<file path="src/rtl/cic_interp_out_scaler_pkg.sv">
// Shared widths, constants and config helpers for the CIC interpolator output scaler.
package cic_interp_out_scaler_pkg;

    localparam int DIN_W    = 48;
    localparam int MID_W    = 25;
    localparam int GAIN_W   = 18;
    localparam int DOUT_W   = 18;
    localparam int SHIFT_W  = 6;
    localparam int PROD_W   = MID_W + GAIN_W;
    localparam int OUT_FRAC = 16;

    localparam logic [SHIFT_W-1:0]       SHIFT_MAX  = 6'd47;
    localparam logic signed [GAIN_W-1:0] GAIN_UNITY = 18'sh10000;

    function automatic logic [SHIFT_W-1:0] clamp_shift(input logic [SHIFT_W-1:0] s);
        return (s > SHIFT_MAX) ? SHIFT_MAX : s;
    endfunction

endpackage

</file>
<file path="src/rtl/cic_interp_out_scaler_if.sv">
// Sample and configuration bus between the CIC integrator and the output scaler.
interface cic_interp_out_scaler_if;
    import cic_interp_out_scaler_pkg::*;

    // Valid-only handshake: dInValid/dOutValid qualify data on the same clk; there is
    // no ready, the pipe never stalls and every sample is accepted on the edge it is presented.
    logic signed [DIN_W-1:0]  dIn;
    logic                     dInValid;
    logic [SHIFT_W-1:0]       shiftIn;
    logic signed [GAIN_W-1:0] gainIn;
    logic                     cfgLoad;
    logic                     satClear;
    logic signed [DOUT_W-1:0] dOut;
    logic                     dOutValid;
    logic                     satFlag;

    modport master (
        output dIn, dInValid, shiftIn, gainIn, cfgLoad, satClear,
        input  dOut, dOutValid, satFlag
    );

    modport slave (
        input  dIn, dInValid, shiftIn, gainIn, cfgLoad, satClear,
        output dOut, dOutValid, satFlag
    );

endinterface

</file>
<file path="src/rtl/cic_interp_out_scaler_sat_round.sv">
// Combinational round-half-up arithmetic right shift followed by signed saturation.
module cic_interp_out_scaler_sat_round
    import cic_interp_out_scaler_pkg::*;
#(
    parameter int IN_W  = 48,
    parameter int OUT_W = 25,
    parameter int FRAC  = 0
) (
    input  logic signed [IN_W-1:0]  din,
    input  logic [SHIFT_W-1:0]      sh,
    output logic signed [OUT_W-1:0] dout,
    output logic                    sat
);

    localparam int EXT_W = IN_W + 1;

    logic [6:0]              eff;
    logic signed [EXT_W-1:0] ext;
    logic signed [EXT_W-1:0] rnd;
    logic signed [EXT_W-1:0] sum;
    logic signed [EXT_W-1:0] shd;
    logic [EXT_W-OUT_W:0]    hi;

    always_comb begin
        eff = 7'(FRAC) + 7'(sh);
        ext = {din[IN_W-1], din};
        rnd = '0;
        if (eff != 7'd0) begin
            rnd = EXT_W'(1) << (eff - 7'd1);
        end
        // One guard bit keeps the rounding add from wrapping at the top of the range.
        sum  = ext + rnd;
        shd  = sum >>> eff;
        hi   = shd[EXT_W-1:OUT_W-1];
        sat  = !((&hi) || !(|hi));
        dout = shd[OUT_W-1:0];
        if (sat) begin
            dout = shd[EXT_W-1] ? {1'b1, {(OUT_W-1){1'b0}}} : {1'b0, {(OUT_W-1){1'b1}}};
        end
    end

endmodule

</file>
<file path="src/rtl/cic_interp_out_scaler.sv">
// CIC interpolator output normaliser: shift, gain trim, round and saturate to 18 bits, 4-clk pipe.
module cic_interp_out_scaler
    import cic_interp_out_scaler_pkg::*;
(
    input logic                    clk,
    input logic                    reset,
    cic_interp_out_scaler_if.slave bus
);

    logic [SHIFT_W-1:0]       cfg_shift_q, cfg_shift_d;
    logic signed [GAIN_W-1:0] cfg_gain_q, cfg_gain_d;

    logic signed [DIN_W-1:0]  s1_data_q, s1_data_d;
    logic                     s1_valid_q, s1_valid_d;
    logic [SHIFT_W-1:0]       s1_shift_q, s1_shift_d;
    logic signed [GAIN_W-1:0] s1_gain_q, s1_gain_d;

    logic signed [MID_W-1:0]  s2_data_q, s2_data_d;
    logic                     s2_valid_q, s2_valid_d;
    logic                     s2_sat_q, s2_sat_d;
    logic signed [GAIN_W-1:0] s2_gain_q, s2_gain_d;

    logic signed [PROD_W-1:0] s3_prod_q, s3_prod_d;
    logic                     s3_valid_q, s3_valid_d;
    logic                     s3_sat_q, s3_sat_d;

    logic signed [DOUT_W-1:0] dout_q, dout_d;
    logic                     dout_valid_q, dout_valid_d;
    logic                     sat_flag_q, sat_flag_d;

    logic signed [MID_W-1:0]  mid_rnd;
    logic                     mid_sat;
    logic signed [DOUT_W-1:0] out_rnd;
    logic                     out_sat;

    cic_interp_out_scaler_sat_round #(
        .IN_W  (DIN_W),
        .OUT_W (MID_W),
        .FRAC  (0)
    ) u_mid_round (
        .din  (s1_data_q),
        .sh   (s1_shift_q),
        .dout (mid_rnd),
        .sat  (mid_sat)
    );

    cic_interp_out_scaler_sat_round #(
        .IN_W  (PROD_W),
        .OUT_W (DOUT_W),
        .FRAC  (OUT_FRAC)
    ) u_out_round (
        .din  (s3_prod_q),
        .sh   ('0),
        .dout (out_rnd),
        .sat  (out_sat)
    );

    always_comb begin
        cfg_shift_d = cfg_shift_q;
        cfg_gain_d  = cfg_gain_q;
        if (bus.cfgLoad) begin
            cfg_shift_d = clamp_shift(bus.shiftIn);
            cfg_gain_d  = bus.gainIn;
        end

        // Each sample snapshots the active config at capture, so in-flight samples keep their scale.
        s1_data_d  = bus.dIn;
        s1_valid_d = bus.dInValid;
        s1_shift_d = cfg_shift_q;
        s1_gain_d  = cfg_gain_q;

        s2_data_d  = mid_rnd;
        s2_sat_d   = mid_sat;
        s2_valid_d = s1_valid_q;
        s2_gain_d  = s1_gain_q;

        s3_prod_d  = PROD_W'(s2_data_q) * PROD_W'(s2_gain_q);
        s3_sat_d   = s2_sat_q;
        s3_valid_d = s2_valid_q;

        dout_d       = out_rnd;
        dout_valid_d = s3_valid_q;

        sat_flag_d = sat_flag_q;
        if (s3_valid_q && (s3_sat_q || out_sat)) begin
            sat_flag_d = 1'b1;
        end else if (bus.satClear) begin
            sat_flag_d = 1'b0;
        end
    end

    always_ff @(posedge clk) begin
        if (reset) begin
            cfg_shift_q  <= '0;
            cfg_gain_q   <= GAIN_UNITY;
            s1_data_q    <= '0;
            s1_valid_q   <= 1'b0;
            s1_shift_q   <= '0;
            s1_gain_q    <= '0;
            s2_data_q    <= '0;
            s2_valid_q   <= 1'b0;
            s2_sat_q     <= 1'b0;
            s2_gain_q    <= '0;
            s3_prod_q    <= '0;
            s3_valid_q   <= 1'b0;
            s3_sat_q     <= 1'b0;
            dout_q       <= '0;
            dout_valid_q <= 1'b0;
            sat_flag_q   <= 1'b0;
        end else begin
            cfg_shift_q  <= cfg_shift_d;
            cfg_gain_q   <= cfg_gain_d;
            s1_data_q    <= s1_data_d;
            s1_valid_q   <= s1_valid_d;
            s1_shift_q   <= s1_shift_d;
            s1_gain_q    <= s1_gain_d;
            s2_data_q    <= s2_data_d;
            s2_valid_q   <= s2_valid_d;
            s2_sat_q     <= s2_sat_d;
            s2_gain_q    <= s2_gain_d;
            s3_prod_q    <= s3_prod_d;
            s3_valid_q   <= s3_valid_d;
            s3_sat_q     <= s3_sat_d;
            dout_q       <= dout_d;
            dout_valid_q <= dout_valid_d;
            sat_flag_q   <= sat_flag_d;
        end
    end

    assign bus.dOut      = dout_q;
    assign bus.dOutValid = dout_valid_q;
    assign bus.satFlag   = sat_flag_q;

endmodule

</file>
<file path="src/flat_wrapper.sv">
// flat-port wrapper written by rule: the top's interface ports become plain ports
module cic_interp_out_scaler_flat import cic_interp_out_scaler_pkg::*;
  (clk, reset, bus_dIn, bus_dInValid, bus_shiftIn, bus_gainIn, bus_cfgLoad, bus_satClear, bus_dOut, bus_dOutValid, bus_satFlag);
  cic_interp_out_scaler_if bus_i ();
  input logic clk;
  input logic reset;
  input wire logic [$bits(bus_i.dIn)-1:0] bus_dIn;
  input wire logic [$bits(bus_i.dInValid)-1:0] bus_dInValid;
  input wire logic [$bits(bus_i.shiftIn)-1:0] bus_shiftIn;
  input wire logic [$bits(bus_i.gainIn)-1:0] bus_gainIn;
  input wire logic [$bits(bus_i.cfgLoad)-1:0] bus_cfgLoad;
  input wire logic [$bits(bus_i.satClear)-1:0] bus_satClear;
  output wire logic [$bits(bus_i.dOut)-1:0] bus_dOut;
  output wire logic [$bits(bus_i.dOutValid)-1:0] bus_dOutValid;
  output wire logic [$bits(bus_i.satFlag)-1:0] bus_satFlag;
  assign bus_i.dIn = bus_dIn;
  assign bus_i.dInValid = bus_dInValid;
  assign bus_i.shiftIn = bus_shiftIn;
  assign bus_i.gainIn = bus_gainIn;
  assign bus_i.cfgLoad = bus_cfgLoad;
  assign bus_i.satClear = bus_satClear;
  assign bus_dOut = bus_i.dOut;
  assign bus_dOutValid = bus_i.dOutValid;
  assign bus_satFlag = bus_i.satFlag;
  cic_interp_out_scaler u_core (.clk(clk), .reset(reset), .bus(bus_i));
endmodule
</file>
<file path="config.mk">
export PLATFORM = sky130hd
export DESIGN_NAME = cic_interp_out_scaler_flat
export DESIGN_NICKNAME = d
export VERILOG_FILES = /design/src/rtl/cic_interp_out_scaler_pkg.sv /design/src/rtl/cic_interp_out_scaler_if.sv /design/src/rtl/cic_interp_out_scaler_sat_round.sv /design/src/rtl/cic_interp_out_scaler.sv /design/src/flat_wrapper.sv
export SDC_FILE = /design/constraint.sdc
export NUM_CORES = 2
export LEC_CHECK = 0
export ABC_AREA = 1
export BUFFER_PORTS_ARGS = -buffer_cell sky130_fd_sc_hd__buf_2
export CAP_MARGIN = 40
export CORE_UTILIZATION = 48
export CTS_CLUSTER_DIAMETER = 40
export DETAILED_ROUTE_END_ITERATION = 8
export GPL_TIMING_DRIVEN = 0
export HOLD_SLACK_MARGIN = 0.08
export PLACE_DENSITY = 0.62
export SYNTH_ARGS = -nofsm -noshare
export SYNTH_HDL_FRONTEND = slang
export SYNTH_SLANG_ARGS = --single-unit
</file>
<file path="constraint.sdc">
create_clock -name clk -period 7.7 [get_ports clk]
set_clock_uncertainty 0.15 [all_clocks]
set_input_delay 0.77 -clock clk [delete_from_list [all_inputs] [get_ports clk]]
set_output_delay 0.77 -clock clk [all_outputs]
set_load 0.05 [all_outputs]
</file>
* After elaboration in Yosys (flattened, before gate mapping)
Index checks and enable logic that the tools add are counted.
** Storage, ports and cells
- Register bits after elaboration :: 207
- Input bits :: 77
- Output and inout bits :: 20
** Cells by class
- Multiply operators :: 1
- Mux-type cells :: 8
- Add/subtract/negate cells :: 3
- Shift-type cells :: 2
- $lt $le $gt $ge :: 1
- Reductions and logical operators :: 14
** Operators by type and width (count)
- 25-bit two-way mux :: 2
- 48-bit by 49-bit adder with 49-bit output :: 1
- 49-bit two-way mux :: 1
- 1-bit by 7-bit left shift with 49-bit output, first input constant :: 1
- 49-bit by 6-bit >>> shifter with 49-bit output :: 1
- 43-bit by 17-bit adder with 44-bit output, second input constant :: 1
- 25-bit by 18-bit multiplier with 43-bit output :: 1
- 18-bit two-way mux :: 2
- 25-bit AND reduction :: 1
- 25-bit OR reduction :: 1
- 11-bit AND reduction :: 1
- 11-bit OR reduction :: 1
- 7-bit nonzero test :: 1
- 6-bit by 1-bit subtractor with 7-bit output, second input constant :: 1
- 6-bit > comparator, second input constant :: 1
- 6-bit two-way mux :: 1
- 1-bit logical NOT :: 4
- 1-bit logical OR :: 3
- 1-bit two-way mux :: 2
- 2-bit nonzero test :: 1
- 1-bit logical AND :: 1

* Longest topological paths before layout
- Word-level depth :: 9
- Mapped depth :: 44
- Gate-level depth less buffers :: 41

* Hierarchy
A second synthesis with hierarchy kept.
** Second synthesis, totals
- Cell total of the unflattened synthesis :: 6283
- Area total of the unflattened synthesis :: 38763.4 um^2
** By module, submodules not included
- cic_interp_out_scaler :: area each 23117.2 um^2, cells each 2987, times used 1
- cic_interp_out_scaler_sat_round (u_core.u_mid_round) :: area each 8072.7 um^2, cells each 1710, times used 1
- cic_interp_out_scaler_sat_round (u_core.u_out_round) :: area each 7573.5 um^2, cells each 1586, times used 1

* Worst setup path before layout
No wires, ideal clock.
- Path type :: register -> register
- Start point :: register u_core.s2_data_q[12]
- End point :: register u_core.s3_prod_q[36]
- Cell stages (with the launch flop) :: 29
- Arrival :: 5.756 ns
- Path slack :: 1.681 ns
- Path through :: dfxtp_1 > clkbuf_1 > clkbuf_1 > nand2_1 > fa_1 > inv_1 > fa_1 > inv_1 > fa_1 > inv_1 > fa_1 > inv_1 > fa_1 > inv_1 > fa_1 > ha_1 > nand2_1 > inv_1 > nand3_1 > inv_1 > a21oi_1 > inv_1 > a31oi_1 > o21bai_1 > a21oi_1 > o21ai_0 > a21o_1 > nor2_1 > nor2_1
** On the way
- Cells in the longest elaborated chain, start to end :: 1
** Ends and longest elaborated chain
- start, declared :: line cic_interp_out_scaler.sv:18 : logic signed [MID_W-1:0] s2_data_q, s2_data_d;
- start signal, assigned :: line cic_interp_out_scaler.sv:117 : s2_data_q <= s2_data_d;
- 25-bit by 18-bit multiplier with 43-bit output :: line cic_interp_out_scaler.sv:77 : s3_prod_d = PROD_W'(s2_data_q) * PROD_W'(s2_gain_q);
- end signal, assigned :: line cic_interp_out_scaler.sv:121 : s3_prod_q <= s3_prod_d;
- end, declared :: line cic_interp_out_scaler.sv:23 : logic signed [PROD_W-1:0] s3_prod_q, s3_prod_d;
Every way passes these cells.
A chain may end at the register's enable or synchronous reset.

* Worst setup path in the final report
- Start point :: register u_core.s2_data_q[21]
- End point :: register u_core.s3_prod_q[37]
The elaborated chain is that of the path after synthesis.

==> metrics.cfg <==
[worst_setup_path]
cp_data_required_time_ps=7920
path_max_fanout=10
path_common_cell=fa_1
reg2reg_depth=22
timing_worst_setup_path_type=reg -> reg
timing.rr.start=u_core.s2_data_q[21]
crit_path_end_kind=flip-flop
arrival_ps=7580
critPathTopFamily=adder cells
r2r_end=u_core.s3_prod_q[37]
cp_num_buf_inv=5
r2r_setup_slack_ps=340
critPathSlowestCell=fa_1
start_kind=flip-flop
crit_chain=clkbuf_1 > clkbuf_1 > nand2_1 > fa_1 > inv_1 > fa_1 > inv_1 > fa_1 > fa_1 > fa_1 > inv_1 > fa_1 > ha_1 > a21oi_1 > o21ai_0 > a21oi_1 > o21ai_0 > a21oi_1 > o31ai_1 > a221o_1 > o21ai_0 > a21oi_1
slowest_delay_ps=570

[placement]
preCtsSetupSlack_ps=-515
place_area_um2=31000
dp.cells=5089
gp_congestion=1.02
portBuffers=95
dp_hpwl_um=84200

[power_and_ir_drop]
ir_worst_vdd_uv=227
leakagePower_nw=15.9
power_density_nw_per_um2=112

[sta]
setup_ws_ps=335
rsz0062_at_grt=false
whs_ps=252
fmax_ghz=0.136
timing.final.crit_share_pct=95.6
slew_viol_final=0
finalSetupViolations=0
tightest_slew_ps=874
relSlewSlack_pct=41.8
finalCriticalPeriod_ps=7360
finalHoldViolCount=0

[logic_synthesis]
syn_inst=4207
yosys.area_share.simple_pct=26.5
ys_ff_latch=192
seq_area_frac_synth_pct=13.0
async_flop_share_pct=0
synthAdderAreaFrac_pct=36.4
yosysUniqueCellTypes=59
synth_edf_count=0
synth_top_family_by_area=adder cells
synthMuxAreaShare_pct=0.611
synthFlopType=dfxtp_1
ys_warn_count=0
synth-compound-area-share_pct=7.11
syn_area_um2=29500
syn-mean-instance-area_um2=7.00
synthXorXnorAreaFrac_pct=1.69
syn-num-nets=4876

[cells_and_area]
final_common_cell=nand2_1
nets=4989
syn2layout_area_growth_pct=7.31
final_cell_mix=1086 x nand2_1, 918 x inv_1, 441 x fa_1
final_area_um2=31600
fillers=6231
final_util_pct=52.3
stdcell_count=5117
drive_above_1_share_pct=6.88

[drt]
drt_iter0_drc=2346
ant_nets=0
drc=0
firstDrtPassIters=6
routed_wl_um=97300
wl_per_cell_um=19.0
num_vias=26800
viasPerCell=5.24

[floorplanning]
die_w_um=250
coreArea_um2=60500
dieArea_um2=62400
dieHeight_um=250
pin_count=97
start_util_pct=48.7
rows=90

[worst_hold_path]
hold_path_class=reg -> reg
min_to=u_core.s2_gain_q[16]
holdPathStages=2
hp-start=u_core.s1_gain_q[16]

[cts]
path_clk_slew_ps=80
postCtsSetupBuffers=0
htreeDepth=4
cts_made_buffers=17
clock_path_buffers=2
ctsRootBufferMaster=clkbuf_16
tritoncts=done
hold_buffers=0
clock-sinks=192
clkLatencyLatePin_ps=480

[global_routing]
grtUsageTotal_pct=32.2
grt_pass1_vias=26500
antenna_found_initial=5
grt_max_degree=24
overflow=0
grt_pass1_wl_um=152000

[run_status]
status=finished, final reports clean

[job]
max_cap_viol_count=0

## power breakdown
| group | leakage [nW] | total [mW] | switching [mW] | internal, mW |
|---|---|---|---|---|
| Combinational | 14.0 | 1.43 | 0.987 | 0.440 |
| Sequential | 1.59 | 1.16 | 0.0656 | 1.09 |
| Clock | 0.308 | 0.950 | 0.495 | 0.455 |
| Total | 15.9 | 3.53 | 1.55 | 1.99 |
## synth_stat cells (9+ instances only)
cell type / count / area (um2)
nand3_2: 9 / 90.1
dfxtp_1: 192 / 3840
xor2_1: 28 / 245
nor3_1: 26 / 130
a31oi_1: 11 / 68.8
a21oi_1: 153 / 766
nor2_1: 317 / 1190
nand3b_1: 10 / 75.1
buf_2: 14 / 70.1
fa_1: 441 / 8830
nand2_1: 1086 / 4080
nand2_2: 26 / 163
o211ai_1: 18 / 135
nor2_2: 16 / 100
xnor2_1: 29 / 254
buf_1: 19 / 71.3
nand4_1: 23 / 144
mux2i_1: 18 / 180
inv_2: 10 / 37.5
inv_1: 918 / 3450
o21ai_0: 128 / 641
clkbuf_1: 145 / 544
a21oi_2: 19 / 166
ha_1: 151 / 1890
nand3_1: 284 / 1420
or2_2: 27 / 169
## logic make-up (layout without fill, tap and decap cells)
group	after synthesis	count (layout)
flip-flops	192	192
other	0	2
XOR/XNOR	57	57
AND/OR/NAND/NOR	1854	1854
buffers and inverters	1124	1250
adder cells (fa/ha/maj)	592	592
multiplexers	18	18
AO/OA/AOI/OAI	370	370
## area by class of cell
cell class	count	area (um2)	area share, %
Clock inverter	15	211	0.669
Multi-Input combinational cell	2891	21300	67.4
Tap cell	782	978	3.09
Clock buffer	17	425	1.35
Antenna cell	2	5.00	0.0158
Sequential cell	192	3850	12.2
Buffer	185	805	2.54
Timing Repair Buffer	100	526	1.66
Inverter	933	3500	11.1
## sequential cells by signal, summed over array words and instances, names as in the netlist, 6 cells and up
| register | cells |
|---|---|
| u_core.s1_data_q | 48 |
| u_core.s3_prod_q | 28 |
| u_core.s2_data_q | 25 |
| u_core.bus.dOut | 18 |
| u_core.cfg_gain_q | 18 |
| u_core.s1_gain_q | 18 |
| u_core.s2_gain_q | 18 |
| u_core.cfg_shift_q | 6 |
| u_core.s1_shift_q | 6 |
## routing by layer
layer	share of wire [%]	track usage, %
met5	0	0
met4	4.1	12.5
met3	8.7	5.88
met2	44	51.0
met1	43	43.5
## worst min-delay path: cells and delay by family (launching register included)
kind | cells | cell delay, ps
and+or+nand+nor | 1 | 30
buffers and inverters | 1 | 40
DFF | 1 | 300
## worst max-delay path by stage
stage	cells past startpoint	to	start	slack [ps]
after floorplan	28	u_core.s3_prod_q[36]	u_core.s2_data_q[12]	1680
after global placement	27	u_core.s3_prod_q[36]	u_core.s2_gain_q[6]	-510
after detailed placement	27	u_core.s3_prod_q[36]	u_core.s2_gain_q[6]	-520
after CTS	26	u_core.s3_prod_q[36]	u_core.s2_gain_q[3]	20
after global routing	22	u_core.s3_prod_q[37]	u_core.s2_data_q[21]	20
final	22	u_core.s3_prod_q[37]	u_core.s2_data_q[21]	340
## metrics by stage
step	setup TNS, ps	power, mW
finish	0	3.53
CTS	0	3.54
global placement	-1360	2.58
floorplan	0	2.11
global route	0	3.75
detailed placement	-1250	2.58
## repair_timing
item                                    in CTS  in global routing
endpoints found under the setup margin       6                  4
pin swaps                                    0                  0
resized for setup                           12                  6
(Power assumes the default switching activity.)
